==> src/rtl/sc_level_timer.sv <==
// Level pacing timer: emits a one-cycle TICK every P(LEVEL) cycles, advances LEVEL
// every TICKS_PER_LEVEL ticks and holds in DONE after the final level's last tick.
module sc_level_timer #(
    parameter int unsigned CNT_WIDTH       = 25,
    parameter int unsigned LV_WIDTH        = 8,
    parameter int unsigned PERIOD_SLOW     = 17500000,
    parameter int unsigned PERIOD_MED      = 15000000,
    parameter int unsigned PERIOD_FAST     = 12500000,
    parameter int unsigned LV_SLOW_MAX     = 10,
    parameter int unsigned LV_MED_MAX      = 32,
    parameter int unsigned LV_MAX          = 59,
    parameter int unsigned TICKS_PER_LEVEL = 16
) (
    input  logic                SC_LEVELTIMER_CLOCK_50,
    input  logic                SC_LEVELTIMER_RESET_InLow,
    input  logic                SC_LEVELTIMER_START_InLow,
    input  logic                SC_LEVELTIMER_PAUSE_InHigh,
    input  logic                SC_LEVELTIMER_CLEAR_InHigh,
    output logic                SC_LEVELTIMER_TICK_Out,
    output logic [LV_WIDTH-1:0] SC_LEVELTIMER_LEVEL_Out,
    output logic [1:0]          SC_LEVELTIMER_SPEEDSEL_Out,
    output logic                SC_LEVELTIMER_RUNNING_Out,
    output logic                SC_LEVELTIMER_DONE_Out
);

    typedef enum logic [1:0] {
        ST_IDLE  = 2'd0,
        ST_RUN   = 2'd1,
        ST_PAUSE = 2'd2,
        ST_DONE  = 2'd3
    } state_t;

    localparam int unsigned TC_WIDTH = (TICKS_PER_LEVEL > 1) ? $clog2(TICKS_PER_LEVEL) : 1;

    // The counter holds "edges left before the tick", so a period of P reloads P-1.
    localparam logic [CNT_WIDTH-1:0] RELOAD_SLOW = CNT_WIDTH'(PERIOD_SLOW - 1);
    localparam logic [CNT_WIDTH-1:0] RELOAD_MED  = CNT_WIDTH'(PERIOD_MED - 1);
    localparam logic [CNT_WIDTH-1:0] RELOAD_FAST = CNT_WIDTH'(PERIOD_FAST - 1);
    localparam logic [LV_WIDTH-1:0]  LV_SLOW_TOP = LV_WIDTH'(LV_SLOW_MAX);
    localparam logic [LV_WIDTH-1:0]  LV_MED_TOP  = LV_WIDTH'(LV_MED_MAX);
    localparam logic [LV_WIDTH-1:0]  LV_LAST     = LV_WIDTH'(LV_MAX);
    localparam logic [TC_WIDTH-1:0]  TC_LAST     = TC_WIDTH'(TICKS_PER_LEVEL - 1);

    function automatic logic [1:0] band_of(input logic [LV_WIDTH-1:0] lv);
        if (lv <= LV_SLOW_TOP) begin
            return 2'd0;
        end else if (lv <= LV_MED_TOP) begin
            return 2'd1;
        end
        return 2'd2;
    endfunction

    function automatic logic [CNT_WIDTH-1:0] reload_for(input logic [LV_WIDTH-1:0] lv);
        case (band_of(lv))
            2'd0:    return RELOAD_SLOW;
            2'd1:    return RELOAD_MED;
            default: return RELOAD_FAST;
        endcase
    endfunction

    state_t                state_reg,    state_next;
    logic [CNT_WIDTH-1:0]  cnt_reg,      cnt_next;
    logic [TC_WIDTH-1:0]   tick_cnt_reg, tick_cnt_next;
    logic [LV_WIDTH-1:0]   level_reg,    level_next;
    logic                  tick_reg,     tick_next;

    always_ff @(posedge SC_LEVELTIMER_CLOCK_50 or negedge SC_LEVELTIMER_RESET_InLow) begin
        if (!SC_LEVELTIMER_RESET_InLow) begin
            state_reg    <= ST_IDLE;
            cnt_reg      <= '0;
            tick_cnt_reg <= '0;
            level_reg    <= '0;
            tick_reg     <= 1'b0;
        end else begin
            state_reg    <= state_next;
            cnt_reg      <= cnt_next;
            tick_cnt_reg <= tick_cnt_next;
            level_reg    <= level_next;
            tick_reg     <= tick_next;
        end
    end

    always_comb begin
        state_next    = state_reg;
        cnt_next      = cnt_reg;
        tick_cnt_next = tick_cnt_reg;
        level_next    = level_reg;
        tick_next     = 1'b0;

        if (SC_LEVELTIMER_CLEAR_InHigh) begin
            state_next    = ST_IDLE;
            cnt_next      = '0;
            tick_cnt_next = '0;
            level_next    = '0;
        end else begin
            case (state_reg)
                ST_IDLE: begin
                    if (!SC_LEVELTIMER_START_InLow) begin
                        state_next = ST_RUN;
                        cnt_next   = reload_for(level_reg);
                    end
                end

                // PAUSE is "RUN with the clock gated": the edge on which the pause input
                // drops already counts as a normal running edge.
                ST_RUN, ST_PAUSE: begin
                    if (SC_LEVELTIMER_PAUSE_InHigh) begin
                        state_next = ST_PAUSE;
                    end else begin
                        state_next = ST_RUN;
                        if (cnt_reg != '0) begin
                            cnt_next = cnt_reg - CNT_WIDTH'(1);
                        end else begin
                            tick_next = 1'b1;
                            cnt_next  = reload_for(level_reg);
                            if (tick_cnt_reg == TC_LAST) begin
                                tick_cnt_next = '0;
                                if (level_reg < LV_LAST) begin
                                    level_next = level_reg + LV_WIDTH'(1);
                                    cnt_next   = reload_for(level_reg + LV_WIDTH'(1));
                                end else begin
                                    state_next = ST_DONE;
                                end
                            end else begin
                                tick_cnt_next = tick_cnt_reg + TC_WIDTH'(1);
                            end
                        end
                    end
                end

                default: begin
                    state_next = ST_DONE;
                end
            endcase
        end
    end

    assign SC_LEVELTIMER_TICK_Out     = tick_reg;
    assign SC_LEVELTIMER_LEVEL_Out    = level_reg;
    assign SC_LEVELTIMER_SPEEDSEL_Out = band_of(level_reg);
    assign SC_LEVELTIMER_RUNNING_Out  = (state_reg == ST_RUN);
    assign SC_LEVELTIMER_DONE_Out     = (state_reg == ST_DONE);

endmodule

==> config.mk <==
export PLATFORM = sky130hd
export DESIGN_NAME = sc_level_timer
export DESIGN_NICKNAME = d
export VERILOG_FILES = /design/src/rtl/sc_level_timer.sv
export SDC_FILE = /design/constraint.sdc
export NUM_CORES = 1
export LEC_CHECK = 0
export BUFFER_PORTS_ARGS = -buffer_cell sky130_fd_sc_hd__buf_2
export CORE_AREA = 2 2 94 96
export CTS_CLUSTER_SIZE = 8
export DETAILED_ROUTE_END_ITERATION = 12
export DIE_AREA = 0 0 96 98
export PLACE_DENSITY = 0.57
export SYNTH_ARGS = -nofsm -noshare
export SYNTH_HDL_FRONTEND = slang
export SYNTH_SLANG_ARGS = --single-unit
==> constraint.sdc <==
create_clock -name SC_LEVELTIMER_CLOCK_50 -period 7.9 [get_ports SC_LEVELTIMER_CLOCK_50]
set_clock_uncertainty 0.2 [all_clocks]
set_input_delay 1.58 -clock SC_LEVELTIMER_CLOCK_50 [delete_from_list [all_inputs] [get_ports SC_LEVELTIMER_CLOCK_50]]
set_output_delay 1.58 -clock SC_LEVELTIMER_CLOCK_50 [all_outputs]
set_load 0.02 [all_outputs]
==> results of run 1 <==
==> per-stage QoR <==
step                worst slack [ns]  cell area (µm²)  utilization (%)
floorplan                       4.12             2840                -
global placement                3.77             2980             35.2
detailed placement              3.67             2980             35.2
CTS                             3.82             3070             36.3
global route                    3.48             3070             36.3
finish                          3.83             3070             36.3
==> layer usage <==
metal / up-vias / global-route usage, % / routed length [µm]
met3: 10 / 3.01 / 282
met5: - / 0 / 0
met1: 1255 / 24.9 / 3580
met2: 69 / 24.5 / 3340
met4: 0 / 4.62 / 108
li1: 1257 / - / -
==> cell usage after synthesis, types with 4 or more instances <==
master | count | share of area (%)
buf_2 | 5 | 0.88
nor3_1 | 20 | 3.5
a21oi_1 | 18 | 3.2
or2_2 | 5 | 1.1
and2_1 | 5 | 1.1
xor2_1 | 8 | 2.5
o21ai_0 | 38 | 6.7
nand3_1 | 11 | 1.9
dfrtp_1 | 40 | 35
nand2_1 | 33 | 4.4
clkbuf_1 | 9 | 1.2
inv_1 | 7 | 0.93
ha_1 | 9 | 4.0
nor2b_1 | 4 | 0.88
a211oi_1 | 4 | 1.1
nand2b_1 | 6 | 1.3
nor2_1 | 47 | 6.2
==> worst max-delay path, stage by stage (launching register included) <==
cell	delay [ns]
dfrtp_1	0.50
or4_1	0.54
o21ai_0	0.34
nand2_1	0.16
nor2_1	0.23
buf_2	0.21
==> worst paths after layout <==
kind                                                        startpoint                            end  cells past startpoint
max in group asynchronous                    SC_LEVELTIMER_RESET_InLow         cnt_reg[3]$_DFFE_PN0P_                      1
min in group asynchronous                    SC_LEVELTIMER_RESET_InLow        cnt_reg[15]$_DFFE_PN0P_                      1
worst max-delay path            SC_LEVELTIMER_LEVEL_Out[1]$_DFFE_PN0P_  SC_LEVELTIMER_SPEEDSEL_Out[0]                      5
worst max register to register                state_reg[1]$_DFFE_PN0P_        cnt_reg[10]$_DFFE_PN0P_                      8
worst min-delay path                           cnt_reg[16]$_DFFE_PN0P_        cnt_reg[16]$_DFFE_PN0P_                      2
worst min register to register                 cnt_reg[16]$_DFFE_PN0P_        cnt_reg[16]$_DFFE_PN0P_                      2
==> power by group <==
part | internal, W | switching [W]
clock | 0.0000699 | 0.0000767
sequential | 0.000253 | 0.0000526
combinational | 0.000226 | 0.000418
==> area by class of cell <==
type                       count  area share, %
clock inverter                 2          0.326
multi-input combinational    281           56.4
clock buffer                   6           2.69
tap                          108           4.40
sequential                    40           32.6
timing repair buffer          17           2.77
inverter                       7          0.856
==> cell usage in the layout, fill, tap and decap left out, types with 3 or more instances in the layout <==
cell type / count
xor2_1: 8
o21ai_0: 38
nor2b_1: 4
nand3_1: 11
mux2i_1: 3
nor2_1: 47
and2_1: 5
nand4_1: 3
buf_2: 17
a21oi_1: 18
dfrtp_1: 40
inv_1: 7
nand2_1: 33
nor4_1: 3
clkbuf_8: 6
a211oi_1: 4
nand2b_1: 6
or3_1: 3
ha_1: 9
nor3_1: 20
o31ai_1: 3
xnor2_1: 3
a311oi_1: 3
or2_2: 5
==> logic make-up (layout without fill, tap and decap cells) <==
| family | after synthesis | after routing | share of synthesized area (%) |
|---|---|---|---|
| AND/OR/NAND/NOR | 164 | 164 | 31.3 |
| AO/OA/AOI/OAI | 94 | 94 | 21.2 |
| buffers and inverters | 23 | 32 | 3.79 |
| multiplexers | 3 | 3 | 1.06 |
| adder cells (fa/ha/maj) | 9 | 9 | 3.97 |
| flip-flops | 40 | 40 | 35.3 |
| XOR/XNOR | 11 | 11 | 3.39 |
==> results by group, run 1 <==
Placement
  • Global placer's final weighted congestion: 0.865
  • Port bufs: 17
  • Placed insts: 453
  • DP HPWL: 5150 µm

Timing
  • Actual slew at the worst max-slew pin: 0.994 ns
  • Tmin final: 4.07 ns
  • Max Freq: 246 MHz
  • Setup TNS: 0 ns
  • Fin crit share: 51.5%
  • Hold slack: 0.294 ns
  • Finish-stage setup viols: 0
  • RSZ-0062 raised after global routing: no
  • Max-slew violations: 0
  • Final Hold Viols: 0
  • Worst rel slew slack: 33.7%

Synth
  • Fraction of registers with async set/reset: 100%
  • Distinct cells, synth: 62
  • Cells after Synth: 344
  • Leading register cell type out of synthesis: dfrtp_1
  • Syn Nets: 358
  • Avg Cell Area, Syn: 8.25 µm²
  • Seq cells post-synth: 40
  • EDFF count, synth: 0
  • Register area share after synthesis: 35.3%
  • Mapped Area: 2840 µm²
  • Synth warn: 0

Job
  • Max-capacitance violation count: 0

Clocking
  • CTS max path bufs: 2
  • CTS tree: built
  • Cts repair resizes: 0
  • CTS root buffer: clkbuf_8
  • Clk_lat worst skew: 0.30 ns
  • # hold bufs at CTS: 0
  • CTS H-tree lvls: 2
  • Postcts setup bufs: 0
  • Clock Sinks: 40
  • Number of CTS-inserted buffers: 5
  • Reg clk slew, reported paths: 0.08 ns

Critical path
  • Arrival time at the worst endpoint: 2.29 ns
  • Setup Crit Path Kind: flip-flop to primary output
  • Crit-path max FO: 11
  • Reg2reg setup slack: 3.98 ns
  • CP Launch Type: flip-flop
  • CP required: 6.12 ns
  • Crit end category: primary output

Die
  • Core Region: 8470 µm²
  • Die Y: 98 µm
  • Die X: 96 µm
  • FP Rows: 34
  • Io pins: 18
  • Initial core utilization: 33.5%
  • Die area: 9410 µm²

Global route
  • Number of global-route vias before repair: 2,401
  • Initial antenna violation count: 0
  • Largest net degree at the start of global routing: 41
  • GR Overflow Total: 0
  • GRT Resource Usage Total: 16.7%
  • First-pass GRT wire length: 12,500 µm

Layout
  • Filler cell count: 858
  • Multi-input logic area: 1730 µm²
  • Number of flip-flops under the largest register name: 25
  • FF/Latch Area: 1000 µm²
  • Area grow syn2layout: 8.15%
  • Final net count: 366
  • Antenna diodes: 0
  • Finished Layout Cells: 461
  • Layout cells sized above 1: 13.9%

Drt
  • Post-route ant nets: 0
  • Avg WL per Cell: 15.9 µm
  • Drt via density: 5.62
  • Via count: 2,591
  • First-pass DRT Iterations: 5
  • Starting DRT DRC Count: 188
  • WL final: 7310 µm
  • DRC Markers: 0

Pwr
  • Static Leak: 1.34 nW
  • Total power: 0.00110 W
  • Power per Cell Area: 357 nW/µm²
  • Maximum vdd drop: 0.000271 V

Hold path
  • Hold Path Class: flip-flop to flip-flop

Run status
  • Status: finished, final reports clean
No activity file was read; power rests on OpenSTA's default activity.
==> run 2, diff against run 1 <==
- ABC_AREA: unset -> 1
- PLACE_DENSITY: 0.57 -> 0.59
- clock period: 7.9 -> 3.3 ns (I/O delays scaled with it)
==> run 2 against run 1 <==
Clock-buffer cell count is 1 lower. Synthesized area grew 1.5%. Clock power up 130%. Combinational power is 100% higher. Cell count is 25% higher. Design area up 3.7%. Total power rose by 120%. Global-route usage increased by 1.3 points. Largest power group unchanged. Setup slack got worse by 3.4 ns.
==> results by group, run 2 <==
Synth
  • Register area share after synthesis: 34.8% (-0.51 points)
  • Syn Nets: 459 (+28%)
  • Area leader, netlist: dfrtp_1
  • Seq cells post-synth: 40 (unchanged)
  • Distinct cells, synth: 27 (-56%)
  • Fraction of registers with async set/reset: 100% (unchanged)
  • Cells after Synth: 445 (+29%)
  • Mapped Area: 2880 µm² (+1.5%)
  • Synth warn: 0 (unchanged)
  • Most frequent cells after synthesis: nand2_1 (155), nor2_1 (59), inv_1 (49), dfrtp_1 (40), nand3_1 (33)
  • EDFF count, synth: 0 (unchanged)
  • Count leader, synth: nand2_1
  • Area contributors post-synth: dfrtp_1 (35%), nand2_1 (20%), nor2_1 (7.7%)
  • Leading register cell type out of synthesis: dfrtp_1
  • Share of the synthesized area in the top cell type: 34.8% (-0.51 points)
  • Avg Cell Area, Syn: 6.47 µm² (-22%)

Timing
  • Fin crit share: 86.2%
  • PnR worst setup slack: 0.456 ns (-3.38 ns)
  • Worst rel slew slack: 37.5% (+3.8 points)
  • Max Freq: 352 MHz
  • Finish-stage setup viols: 0 (unchanged)
  • Tmin final: 2.84 ns
  • Max-slew violations: 0 (unchanged)
  • Setup TNS: 0 ns (unchanged)
  • Actual slew at the worst max-slew pin: 0.937 ns (-0.0573 ns)
  • RSZ-0062 raised after global routing: no
  • Final Hold Viols: 0 (unchanged)

Die
  • Initial core utilization: 34.0% (+0.49 points)
  • Die Y: 98 µm (unchanged)
  • FP Rows: 34 (unchanged)
  • Core Region: 8470 µm² (unchanged)
  • Die area: 9410 µm² (unchanged)
  • Die X: 96 µm (unchanged)
  • Io pins: 18 (unchanged)

Layout
  • FF/Latch Area: 1000 µm² (unchanged)
  • Multi-input logic area: 1650 µm² (-4.5%)
  • Area grow syn2layout: 10.5%
  • Number of flip-flops under the largest register name: 25 (unchanged)
  • Layout cells sized above 1: 8.99% (-4.9 points)
  • Final net count: 480 (+31%)
  • Filler cell count: 889 (+3.6%)
  • Most common cell after layout, fill and taps aside: nand2_1
  • Fin area: 3180 µm² (+3.7%)
  • Antenna diodes: 0 (unchanged)
  • Most frequent cells in the layout: nand2_1 (155), nor2_1 (59), inv_1 (49)

Critical path
  • Worst r2r path cells: 9 (+1)
  • CP max stage delay: 0.47 ns (-0.07 ns)
  • Arrival time at the worst endpoint: 1.98 ns (-0.31 ns)
  • Reg2reg setup slack: 0.66 ns (-3.32 ns)
  • CP required: 2.44 ns (-3.68 ns)
  • CP max stage cell: dfrtp_1
  • FF-to-FF Start: state_reg[0]$_DFFE_PN0P_
  • Cells along the critical path: inv_1 > ha_1 > nand2_1 > nand3_1 > nand2_1 > inv_1 > nor2_1 > buf_2
  • Setup Crit Path Kind: flip-flop to primary output
  • CP Launch Type: flip-flop
  • CP Capture Point: SC_LEVELTIMER_SPEEDSEL_Out[0]
  • Crit end category: primary output
  • Crit-path max FO: 7 (-4)
  • Reg-to-reg endpoint: cnt_reg[13]$_DFFE_PN0P_
  • CP startpoint: SC_LEVELTIMER_LEVEL_Out[0]$_DFFE_PN0P_

Job
  • Max-capacitance violation count: 0 (unchanged)

Global route
  • GR Util met2: 29.1% (+4.6 points)
  • Met3 Track Usage GR: 2.31% (-0.69 points)
  • Most used routing layer in global routing: met2
  • GR Overflow Total: 0 (unchanged)
  • Largest net degree at the start of global routing: 41 (unchanged)
  • Number of global-route vias before repair: 2,694 (+12%)
  • First-pass GRT wire length: 13,300 µm (+5.8%)
  • Grt met1 use: 24.9% (-0.036 points)
  • Initial antenna violation count: 0 (unchanged)
  • GRT Resource Usage Total: 17.9% (+1.3 points)

Drt
  • Post-route ant nets: 0 (unchanged)
  • Via count: 2,833 (+9.3%)
  • Starting DRT DRC Count: 208 (+11%)
  • Avg WL per Cell: 13.8 µm (-13%)
  • DRC Markers: 0 (unchanged)
  • WL final: 7930 µm (+8.5%)
  • Drt via density: 4.93 (-12%)
  • First-pass DRT Iterations: 6 (+1)

Pwr
  • Static Leak: 1.67 nW (+25%)
  • Power per Cell Area: 754 nW/µm² (+110%)
  • Maximum vdd drop: 0.000196 V (-28%)

Placement
  • Post-DP Area: 3100 µm² (+3.9%)
  • Global placer's final weighted congestion: 0.932 (+7.8%)
  • Port bufs: 17 (unchanged)
  • DP HPWL: 6100 µm (+19%)
  • Post-Place Worst Slack: 0.731 ns (-2.94 ns)

Clocking
  • CTS root buffer: clkbuf_8
  • Cts repair resizes: 0 (unchanged)
  • CTS tree: built
  • CTS H-tree lvls: 2 (unchanged)
  • # hold bufs at CTS: 0 (unchanged)
  • Clock Sinks: 40 (unchanged)
  • Clk_lat worst skew: 0.30 ns (about the same)
  • Number of CTS-inserted buffers: 5 (unchanged)
  • Reg clk slew, reported paths: 0.09 ns (about the same)
  • CTS max path bufs: 2 (unchanged)
  • Postcts setup bufs: 0 (unchanged)

Run status
  • Status: finished, final reports clean

Hold path
  • Hold Path Class: primary input to async pin
run 2: cell count changes in the layout (fill, tap and decap cells not counted), moves of 11 or more:
cell | previous run | this run
inv_1 | 7 | 49
nand2_1 | 33 | 155
nand3_1 | 11 | 33
nor2_1 | 47 | 59
nor3_1 | 20 | 9
o21ai_0 | 38 | 21
run 2: area by class of cell:
class	count	area share (%)
Multi-Input combinational cell	345	51.9
Sequential cell	40	31.4
Inverter	55	6.49
Clock inverter	3	0.590
Timing Repair Buffer	19	3.14
Tap cell	108	4.25
Clock buffer	5	2.16
run 2: cell families (layout without fill, tap and decap cells):
kind of cell	count (synthesis)	after routing	synth area share (%)
and+or+nand+nor	276	276	40.4
buffers and inverters	60	82	7.86
AOI/OAI and AO/OA	44	44	8.25
DFF	40	40	34.8
xor gates and xnor gates	16	16	4.87
adders and majority gates	9	9	3.91
run 2: worst min path at each step:
stage               slack (ns)  cells past startpoint                                      to
floorplan                 0.16                      0  SC_LEVELTIMER_LEVEL_Out[0]$_DFFE_PN0P_
global placement          0.29                      1             tick_cnt_reg[0]$_DFFE_PN0P_
detailed placement        0.30                      1             tick_cnt_reg[0]$_DFFE_PN0P_
CTS                       0.31                      1             tick_cnt_reg[0]$_DFFE_PN0P_
global route              0.33                      1             tick_cnt_reg[0]$_DFFE_PN0P_
finish                    0.30                      1  SC_LEVELTIMER_LEVEL_Out[0]$_DFFE_PN0P_
run 2: stage by stage:
stage	power (W)	utilization (%)	cells	hold WS, ns
detailed placement	0.00206	36.6	567	0.299
global placement	0.00206	36.6	567	0.291
CTS	0.00241	37.6	575	0.311
finish	0.00240	37.6	575	0.297
floorplan	0.00173	-	445	0.164
global route	0.00265	37.6	575	0.335
run 2: report_power, final:
| group | leakage [nW] | switching (W) | total, W | internal [W] |
|---|---|---|---|---|
| Clock | 0.0479 | 0.000189 | 0.000337 | 0.000148 |
| Sequential | 0.536 | 0.000145 | 0.000758 | 0.000613 |
| Combinational | 1.09 | 0.000868 | 0.00131 | 0.000437 |
| Total | 1.67 | 0.00120 | 0.00240 | 0.00120 |
run 2: critical path, delay by kind of cell (launching register included):
kind          cells  cell delay [ns]
fa+ha+maj         1             0.23
buf+inv           3             0.46
simple gates      4             0.52
flops             1             0.47
run 2: per-layer routing:
| metal | up-vias | part of all wire, % |
|---|---|---|
| met3 | 10 | 3.9 |
| met4 | 0 | 1.5 |
| li1 | 1455 | - |
| met2 | 82 | 47 |
| met5 | - | 0 |
| met1 | 1286 | 47 |
